--- config.mk ---
export PLATFORM = sky130hd
export DESIGN_NAME = lcd_show_char
export DESIGN_NICKNAME = d
export VERILOG_FILES = /design/src/rtl/lcd_pkg.sv /design/src/rtl/char_font_rom.sv /design/src/rtl/lcd_show_char.sv
export SDC_FILE = /design/constraint.sdc
export NUM_CORES = 1
export LEC_CHECK = 0
export CORE_MARGIN = 2
export CORE_UTILIZATION = 40
export DETAILED_ROUTE_END_ITERATION = 16
export HOLD_SLACK_MARGIN = 0.03
export PLACE_DENSITY = 0.64
export SYNTH_ARGS = -nofsm -noshare
export SYNTH_HDL_FRONTEND = slang
export SYNTH_SLANG_ARGS = --single-unit
--- constraint.sdc ---
create_clock -name sys_clk -period 10.82 [get_ports sys_clk]
set_clock_uncertainty 0.15 [all_clocks]
set_input_delay 3.246 -clock sys_clk [delete_from_list [all_inputs] [get_ports sys_clk]]
set_output_delay 3.246 -clock sys_clk [all_outputs]
set_load 0.02 [all_outputs]
--- src/rtl/lcd_pkg.sv ---
// Shared definitions for the LCD glyph drawer: controller command bytes,
// per-size glyph geometry and the drawing state machine encoding.
package lcd_pkg;

    localparam logic [7:0] CASET = 8'h2A;
    localparam logic [7:0] RASET = 8'h2B;
    localparam logic [7:0] RAMWR = 8'h2C;

    localparam logic [6:0] MAX_CHAR_IDX = 7'd94;
    localparam logic [3:0] WIN_LAST_BYTE = 4'd10;

    typedef enum logic [2:0] {
        IDLE   = 3'd0,
        WIN    = 3'd1,
        FETCH  = 3'd2,
        PIX    = 3'd3,
        DONE   = 3'd4,
        REJECT = 3'd5
    } state_t;

    // size=1 selects the 16x8 font, size=0 the 12x6 font.
    function automatic logic [3:0] glyph_w(input logic size);
        return size ? 4'd8 : 4'd6;
    endfunction

    function automatic logic [4:0] glyph_h(input logic size);
        return size ? 5'd16 : 5'd12;
    endfunction

    function automatic logic [2:0] glyph_last_col(input logic size);
        return size ? 3'd7 : 3'd5;
    endfunction

    function automatic logic [3:0] glyph_last_row(input logic size);
        return size ? 4'd15 : 4'd11;
    endfunction

endpackage

--- src/rtl/char_font_rom.sv ---
// Registered glyph-row lookup for both font sizes. One cycle from address to
// row_bits; MSB is the leftmost pixel, 12x6 rows only use bits [7:2].
module char_font_rom
    import lcd_pkg::*;
(
    input  logic       sys_clk,
    input  logic       size,
    input  logic [6:0] char_idx,
    input  logic [3:0] row,
    output logic [7:0] row_bits
);

    logic [7:0] raw;
    logic [7:0] row_bits_d;
    logic [7:0] row_bits_q;

    // Glyph patterns come from a fixed arithmetic hash of (index,row,size) so the
    // table stays compact; index 0 (space) and out-of-range addresses are blank.
    always_comb begin
        raw = ({1'b0, char_idx} * 8'd29) + ({4'b0000, row} * 8'd53) + (size ? 8'd101 : 8'd0);
        row_bits_d = 8'h00;
        if ((char_idx != 7'd0) && (char_idx <= MAX_CHAR_IDX) && ({1'b0, row} < glyph_h(size))) begin
            row_bits_d = size ? raw : (raw & 8'hFC);
        end
    end

    always_ff @(posedge sys_clk) begin
        row_bits_q <= row_bits_d;
    end

    assign row_bits = row_bits_q;

endmodule

--- src/rtl/lcd_show_char.sv ---
// Draws one glyph: sends the CASET/RASET/RAMWR window bytes, then streams
// RGB565 pixels row by row from the font ROM, one SPI byte in flight at a time.
module lcd_show_char
    import lcd_pkg::*;
#(
    parameter int unsigned LCD_W    = 240,
    parameter int unsigned LCD_H    = 320,
    parameter logic [15:0] FG_COLOR = 16'h0000,
    parameter logic [15:0] BG_COLOR = 16'hFFFF
) (
    input  logic       sys_clk,
    input  logic       sys_rst,
    input  logic       show_char_flag,
    input  logic [6:0] ascii_num,
    input  logic [8:0] start_x,
    input  logic [8:0] start_y,
    input  logic       en_size,
    output logic       wr_en,
    output logic [8:0] wr_data,
    input  logic       wr_done,
    output logic       show_char_done,
    output logic       busy,
    output state_t     dbg_state
);

    localparam logic [9:0] LCD_W_L = 10'(LCD_W);
    localparam logic [9:0] LCD_H_L = 10'(LCD_H);

    state_t     state_q, state_d;
    logic [6:0] char_q, char_d;
    logic [8:0] x_q, x_d;
    logic [8:0] y_q, y_d;
    logic       size_q, size_d;
    logic [3:0] byte_q, byte_d;
    logic [3:0] row_q, row_d;
    logic [2:0] col_q, col_d;
    logic       lo_q, lo_d;
    logic       pend_q, pend_d;
    logic       fetch_wait_q, fetch_wait_d;
    logic [7:0] row_bits_q, row_bits_d;

    logic [7:0]  rom_bits;
    logic [9:0]  end_x_in;
    logic [9:0]  end_y_in;
    logic        out_of_bounds;
    logic [15:0] xs16, xe16, ys16, ye16;
    logic [8:0]  win_word;
    logic [15:0] pixel;

    char_font_rom u_rom (
        .sys_clk  (sys_clk),
        .size     (size_q),
        .char_idx (char_q),
        .row      (row_q),
        .row_bits (rom_bits)
    );

    // Bounds are judged on the live inputs so a reject answers in one cycle.
    always_comb begin
        end_x_in      = {1'b0, start_x} + {6'b000000, glyph_w(en_size)};
        end_y_in      = {1'b0, start_y} + {5'b00000, glyph_h(en_size)};
        out_of_bounds = (end_x_in > LCD_W_L) || (end_y_in > LCD_H_L);
    end

    always_comb begin
        xs16 = {7'b0000000, x_q};
        xe16 = xs16 + {12'h000, glyph_w(size_q)} - 16'd1;
        ys16 = {7'b0000000, y_q};
        ye16 = ys16 + {11'b00000000000, glyph_h(size_q)} - 16'd1;
        case (byte_q)
            4'd0:    win_word = {1'b0, CASET};
            4'd1:    win_word = {1'b1, xs16[15:8]};
            4'd2:    win_word = {1'b1, xs16[7:0]};
            4'd3:    win_word = {1'b1, xe16[15:8]};
            4'd4:    win_word = {1'b1, xe16[7:0]};
            4'd5:    win_word = {1'b0, RASET};
            4'd6:    win_word = {1'b1, ys16[15:8]};
            4'd7:    win_word = {1'b1, ys16[7:0]};
            4'd8:    win_word = {1'b1, ye16[15:8]};
            4'd9:    win_word = {1'b1, ye16[7:0]};
            4'd10:   win_word = {1'b0, RAMWR};
            default: win_word = 9'h000;
        endcase
        pixel = row_bits_q[3'd7 - col_q] ? FG_COLOR : BG_COLOR;
    end

    // wr_data is decoded from registered counters, so it holds steady from the
    // request until wr_done advances them.
    always_comb begin
        state_d        = state_q;
        char_d         = char_q;
        x_d            = x_q;
        y_d            = y_q;
        size_d         = size_q;
        byte_d         = byte_q;
        row_d          = row_q;
        col_d          = col_q;
        lo_d           = lo_q;
        pend_d         = pend_q;
        fetch_wait_d   = fetch_wait_q;
        row_bits_d     = row_bits_q;
        wr_en          = 1'b0;
        wr_data        = 9'h000;
        show_char_done = 1'b0;
        busy           = 1'b0;

        case (state_q)
            IDLE: begin
                if (show_char_flag) begin
                    char_d       = ascii_num;
                    x_d          = start_x;
                    y_d          = start_y;
                    size_d       = en_size;
                    byte_d       = 4'd0;
                    row_d        = 4'd0;
                    col_d        = 3'd0;
                    lo_d         = 1'b0;
                    pend_d       = 1'b0;
                    fetch_wait_d = 1'b0;
                    state_d      = out_of_bounds ? REJECT : WIN;
                end
            end

            WIN: begin
                busy    = 1'b1;
                wr_data = win_word;
                if (!pend_q) begin
                    wr_en  = 1'b1;
                    pend_d = 1'b1;
                end else if (wr_done) begin
                    pend_d = 1'b0;
                    if (byte_q == WIN_LAST_BYTE) begin
                        state_d = FETCH;
                    end else begin
                        byte_d = byte_q + 4'd1;
                    end
                end
            end

            FETCH: begin
                busy = 1'b1;
                if (!fetch_wait_q) begin
                    fetch_wait_d = 1'b1;
                end else begin
                    fetch_wait_d = 1'b0;
                    row_bits_d   = rom_bits;
                    col_d        = 3'd0;
                    lo_d         = 1'b0;
                    state_d      = PIX;
                end
            end

            PIX: begin
                busy    = 1'b1;
                wr_data = {1'b1, lo_q ? pixel[7:0] : pixel[15:8]};
                if (!pend_q) begin
                    wr_en  = 1'b1;
                    pend_d = 1'b1;
                end else if (wr_done) begin
                    pend_d = 1'b0;
                    if (!lo_q) begin
                        lo_d = 1'b1;
                    end else begin
                        lo_d = 1'b0;
                        if (col_q == glyph_last_col(size_q)) begin
                            col_d = 3'd0;
                            if (row_q == glyph_last_row(size_q)) begin
                                state_d = DONE;
                            end else begin
                                row_d   = row_q + 4'd1;
                                state_d = FETCH;
                            end
                        end else begin
                            col_d = col_q + 3'd1;
                        end
                    end
                end
            end

            DONE, REJECT: begin
                show_char_done = 1'b1;
                state_d        = IDLE;
            end

            default: begin
                state_d = IDLE;
            end
        endcase
    end

    always_ff @(posedge sys_clk or posedge sys_rst) begin
        if (sys_rst) begin
            state_q      <= IDLE;
            char_q       <= 7'd0;
            x_q          <= 9'd0;
            y_q          <= 9'd0;
            size_q       <= 1'b0;
            byte_q       <= 4'd0;
            row_q        <= 4'd0;
            col_q        <= 3'd0;
            lo_q         <= 1'b0;
            pend_q       <= 1'b0;
            fetch_wait_q <= 1'b0;
            row_bits_q   <= 8'h00;
        end else begin
            state_q      <= state_d;
            char_q       <= char_d;
            x_q          <= x_d;
            y_q          <= y_d;
            size_q       <= size_d;
            byte_q       <= byte_d;
            row_q        <= row_d;
            col_q        <= col_d;
            lo_q         <= lo_d;
            pend_q       <= pend_d;
            fetch_wait_q <= fetch_wait_d;
            row_bits_q   <= row_bits_d;
        end
    end

    assign dbg_state = state_q;

endmodule
==> summary.txt, run 1 <==
Timing
  – Max-slew headroom: 43.7%
  – Final Slew Violations: 0
  – Final TNS setup: 0 ns
  – # setup viols final: 0
  – Fin crit share: roughly two thirds
  – Actual slew at the worst max-slew pin: 0.824 ns
  – Max Clk Rate: 0.138 GHz
  – RSZ-0062 raised after global routing: no
  – Min Tclk post-route: 7.26 ns
  – Hold Fails Final Rpt: 0

Synthesis
  – Warnings from Yosys: 0
  – Post-Synthesis Cells: 623
  – Largest family of logic cells by synthesized area: adder cells
  – Sequential share of the synthesized area: a little over a quarter
  – Post-synthesis mux area share: 5.03%
  – Async S/R FF share, synth: 86.4%
  – Synth Area in XOR/XNOR: approximately 3.5%
  – Post-synth EDFFs: 0
  – Unique masters post-synth: 69
  – Post-synth top flop: dfrtp_1
  – Compound-Gate Fraction of Synth Area: 18.1%
  – Post-synthesis register bit count: between 50 and 60
  – Mapped Nets: 742
  – Simple-gate portion of the synthesized area: 16.6%
  – Synthesized area per cell: 8.78 um2
  – Synthesized area: between 5000 and 6000 um2
  – Post-Synth Adder-Cell Area: 23.3%

Die
  – Initial Util: between 40% and 50%
  – Core ar.: 13300 um2
  – Die height: 121 um
  – DIE AREA: about 15000 um2
  – Row count: 42
  – Die Wd: 121 um
  – Num ports: 45

Hold path
  – Worst Hold Depth: 1
  – Hold Crit Class: register to register

Place
  – Buffers on Ports: 44
  – Post-DP Area: 6080 um2
  – GP Congestion: a little over 0.9
  – DP HPWL: 10.8 mm

Critical path
  – Slowest stage delay, CP: 0.64 ns
  – Critical path arrival: 3.87 ns
  – Crit. End Element: output pin
  – CP cell instances: inv_1, ha_1, inv_1, ha_1, o21ai_1, nor2_1, or4b_2, a31o_2, a41oi_1, clkdlybuf4s50_1
  – CP bufs+invs: 3
  – CP Class: register to output pin
  – Crit-path leading delay family: buffers and inverters
  – WP data required: 7.42 ns
  – WP depth: 10
  – CP startpoint kind: register
  – Worst-path fanout max: 10
  – Cell at the slowest stage of the critical path: clkdlybuf4s50_1
  – R2R cell count: 14

Finish
  – Ant. Diodes: 0
  – Area grow syn2layout: 17.3%
  – Most common cell after layout, fill and taps aside: inv_1
  – Final net count: between 700 and 800
  – Layout cells sized above 1: approximately 6%
  – Most frequent cells in the layout: inv_1, ha_1, dfrtp_1
  – Post-Layout Inst Area: 6420 um2

Clock tree
  – Later-pin clock latency in the skew report: 0.35 ns
  – Clk buf depth: 2
  – Clock root cell: clkbuf_16
  – CTS tree: done
  – H-tree depth: 3
  – Clock slew seen by the registers of the worst setup and hold paths: 0.05 ns
  – Post-CTS Setup Bufs: 0
  – Post-CTS Resized: 0
  – Clock Sinks: between 50 and 60
  – CTS Buf Count: 9
  – Post-CTS Hold Buffers: 0

Route
  – First-pass detailed-route iteration total: 4
  – DRC viols: 0
  – Drt initial violations: around 290
  – Final WL: 13.9 mm
  – Routed len/inst: 16.5 um
  – Via/cell ratio: 5.50
  – DR vias: 4642
  – Antenna Nets Post-Route: 0

Global route
  – Grt ovf: 0
  – Largest net degree at the start of global routing: 58
  – Vias in the first global route: 4716
  – First-pass GRT wire length: 23.1 mm
  – Total GRT Usage: 20.2%
  – Antenna violations before repair: 0

Job
  – Max-Cap Viols: 0

Run status
  – Status: finished, final reports clean
==> final timing paths <==
| path | from | end | slack [ns] |
|---|---|---|---|
| setup reg to reg | row_q[0] | u_rom.row_bits[7] | 6.42 |
| max in group asynchronous | sys_rst | char_q[0] | 6.79 |
| hold / removal | u_rom.row_bits[2] | row_bits_q[2] | 0.30 |
| min in group asynchronous | sys_rst | fetch_wait_q | 3.25 |
| setup / recovery | size_q | wr_data[6] | 3.56 |
| hold reg to reg | u_rom.row_bits[2] | row_bits_q[2] | 0.30 |
==> layer usage <==
| layer | share of wire (%) | GRT usage, % | vias up |
|---|---|---|---|
| met5 | 0 | 0 | - |
| met4 | 2.0 | 7.05 | 0 |
| met3 | 3.6 | 4.42 | 18 |
| met2 | 51 | 36.0 | 91 |
| met1 | 44 | 23.9 | 2254 |
| li1 | - | - | 2279 |
==> stage by stage <==
stage                     instances  util (%)  hold WS, ns  setup slack, ns
after floorplan                 623         -        0.274             4.67
after global placement          828      45.7        0.284             3.98
after detailed placement        828      45.7        0.287             3.93
after CTS                       844      48.3        0.300             3.55
after global routing            844      48.3        0.325             3.30
final                           844      48.3        0.296             3.56
==> cells in the mapped netlist, drive strengths merged, types with 4 or more instances <==
cell type   n  area (um2)
nor3       19        95.1
mux2       16         180
nand2      51         194
nor2b       9        56.3
o21ai      47         235
mux2i       5        50.1
o22ai       7        43.8
or3         6        37.5
nor4        5        31.3
nand3      14        70.1
nand3b      4        30.0
fa         20         400
nor2       43         161
ha         69         863
buf        10        43.8
a211oi      9        85.1
xor2        7        61.3
a21o        8        60.1
xnor2      12         105
a31oi       7        43.8
inv        86         323
nand2b      6        37.5
dfrtp      51        1280
a41oi       7        80.1
clkbuf      7        27.5
dfxtp       8         160
and3b       6        52.6
nand4       5        31.3
a21oi      27         139
==> worst reg2reg max path: stages, from the launching register on <==
cell,delay (ns)
dfrtp_1,0.51
inv_1,0.15
fa_1,0.42
fa_1,0.50
fa_1,0.49
inv_1,0.05
fa_1,0.53
inv_1,0.06
fa_1,0.52
inv_1,0.05
ha_1,0.34
a21oi_1,0.15
o21ai_0,0.11
xnor2_1,0.16
nor2_1,0.07
==> sequential cells by signal, summed over array words and instances (netlist names) <==
| register | count |
|---|---|
| byte_q | 4 |
| char_q | 7 |
| col_q | 3 |
| dbg_state | 3 |
| fetch_wait_q | 1 |
| lo_q | 1 |
| pend_q | 1 |
| row_bits_q | 8 |
| row_q | 4 |
| size_q | 1 |
| u_rom.row_bits | 8 |
| x_q | 9 |
| y_q | 9 |
==> logic make-up (layout without fill, tap and decap cells) <==
kind of cell               count (synthesis)  after routing
and+or+nand+nor                          182            182
AOI/OAI and AO/OA                        146            146
buffers and inverters                    103            148
adders and majority gates                 90             90
DFF                                       59             59
muxes                                     23             23
xor gates and xnor gates                  20             20
==> area by class of cell <==
type | count | area, um2
Fill cell | 1246 | 6880
Clock inverter | 3 | 21.3
Timing Repair Buffer | 46 | 455
Multi-Input combinational cell | 461 | 3650
Inverter | 86 | 323
Clock buffer | 13 | 314
Tap cell | 176 | 220
Sequential cell | 59 | 1440
Power of run 1 is left out: the tool's default activity adds up to more than one toggle a clock period on the data nets, which glitch-free logic cannot reach.
==> run 2, diff against run 1 <==
clock period = 7.2 ns   (was 10.82 ns; I/O delays follow)
==> summary.txt, run 2 (same netlist as run 1, synthesis figures left out) <==
Run status
  – Status: finished, final reports clean

Clock tree
  – Post-CTS Resized: 0 (unchanged)
  – Clk buf depth: 2 (unchanged)
  – Post-CTS Hold Buffers: 0 (unchanged)
  – Later-pin clock latency in the skew report: 0.34 ns (about the same)
  – CTS Buf Count: 9 (unchanged)
  – Clock root cell: clkbuf_16
  – Post-CTS Setup Bufs: 0 (unchanged)
  – Clock slew seen by the registers of the worst setup and hold paths: 0.06 ns (about the same)
  – H-tree depth: 3 (unchanged)
  – CTS tree: done
  – Clock Sinks: 59 (unchanged)

Timing
  – Final Slew Violations: 0 (unchanged)
  – Hold Fails Final Rpt: 0 (unchanged)
  – Max Clk Rate: between 0.15 and 0.2 GHz
  – Fin crit share: between 80% and 90%
  – Final TNS setup: 0 ns (unchanged)
  – Max-slew headroom: 45.5% (+1.8 points)
  – Min Tclk post-route: 6.18 ns
  – # setup viols final: 0 (unchanged)
  – RSZ-0062 raised after global routing: no
  – Actual slew at the worst max-slew pin: 0.815 ns (-0.00913 ns)
  – Worst Hold Slack: 0.296 ns (+0.000515 ns)

Die
  – Die height: 121 um (unchanged)
  – Core ar.: 13300 um2 (unchanged)
  – Row count: 42 (unchanged)
  – DIE AREA: 14600 um2 (unchanged)
  – Initial Util: 41.1% (unchanged)
  – Die Wd: 121 um (unchanged)
  – Num ports: 45 (unchanged)

Critical path
  – Worst-path fanout max: 10 (unchanged)
  – Reg2reg end: u_rom.row_bits[7]
  – Crit. End Element: output pin
  – Critical path arrival: 3.87 ns (about the same)
  – Reg2reg setup slack: 2.80 ns (-3.62 ns)
  – CP startpoint kind: register
  – RR Startpoint: row_q[0]
  – CP Class: register to output pin
  – R2R cell count: 14 (unchanged)
  – WP data required: 4.89 ns (-2.53 ns)

Global route
  – First-pass GRT wire length: 23.8 mm (+2.9%)
  – Vias in the first global route: 4853 (+2.9%)
  – Antenna violations before repair: 0 (unchanged)
  – Largest net degree at the start of global routing: 52 (-10%)
  – Grt ovf: 0 (unchanged)
  – Total GRT Usage: 20.8% (+0.56 points)

Hold path
  – Worst Hold Depth: 1 (unchanged)
  – HP Start: u_rom.row_bits[2]
  – Hold Crit Class: register to register
  – Min-Delay Endpoint: row_bits_q[2]

Route
  – First-pass detailed-route iteration total: 4 (unchanged)
  – DR vias: 4635 (-0.15%)
  – Drt initial violations: 272 (-6.5%)
  – Antenna Nets Post-Route: 0 (unchanged)
  – Routed len/inst: 16.6 um (+1.0%)
  – Final WL: 14.0 mm (+1.0%)
  – DRC viols: 0 (unchanged)
  – Via/cell ratio: 5.49 (-0.15%)

Finish
  – Biggest registers after layout: x_q: 9 flops, y_q: 9 flops
  – Most frequent cells in the layout: inv_1, ha_1, dfrtp_1
  – Layout cells sized above 1: 5.84% (unchanged)
  – Ant. Diodes: 0 (unchanged)
  – Most common cell after layout, fill and taps aside: inv_1
  – Final core occ: 48.4% (+0.10 points)
  – Area grow syn2layout: 17.6%
  – Final net count: 782 (unchanged)

Place
  – GP Congestion: 0.874 (-3.7%)
  – DP HPWL: 11.0 mm (+1.4%)
  – Buffers on Ports: 44 (unchanged)

Job
  – Max-Cap Viols: 0 (unchanged)
-- run 2: worst max-delay path by stage --
stage,from,end,cells after the start
after floorplan,size_q,wr_data[6],9
after global placement,size_q,wr_data[6],10
after detailed placement,size_q,wr_data[6],10
after CTS,size_q,wr_data[6],10
after global routing,size_q,wr_data[6],10
final,size_q,wr_data[6],10
-- run 2: critical path: stages (launching register included) --
cell and delay, ns:
dfrtp_1 0.60, inv_1 0.32, ha_1 0.37, inv_1 0.04, ha_1 0.33, o21ai_1 0.11
nor2_1 0.09, or4b_2 0.61, a31o_2 0.22, a41oi_1 0.19, clkdlybuf4s50_1 0.65
-- run 2: through the flow --
stage | area [um2] | setup slack [ns] | instances
6_report | 6430 | 1.02 | 844
5_1_grt | 6430 | 0.781 | 844
4_1_cts | 6430 | 1.01 | 844
3_5_place_dp | 6080 | 1.41 | 828
3_3_place_gp | 6080 | 1.43 | 828
2_1_floorplan | 5470 | 2.14 | 623
-- run 2: layout make-up --
type                    instances  area [um2]
clock inverters                 7         124
well taps                     176         220
multi-input cells             461        3650
clock buffers                   9         225
inverters                      86         323
fillers                      1258        6870
repair buffers                 46         455
flip-flops and latches         59        1440
-- run 2: layer usage --
| metal | part of all wire [%] | track usage (%) |
|---|---|---|
| met1 | 43 | 25.4 |
| met2 | 50 | 35.5 |
| met3 | 4.1 | 3.24 |
| met4 | 3.4 | 10.6 |
| met5 | 0 | 0 |
Power of run 2 is left out for the same reason.
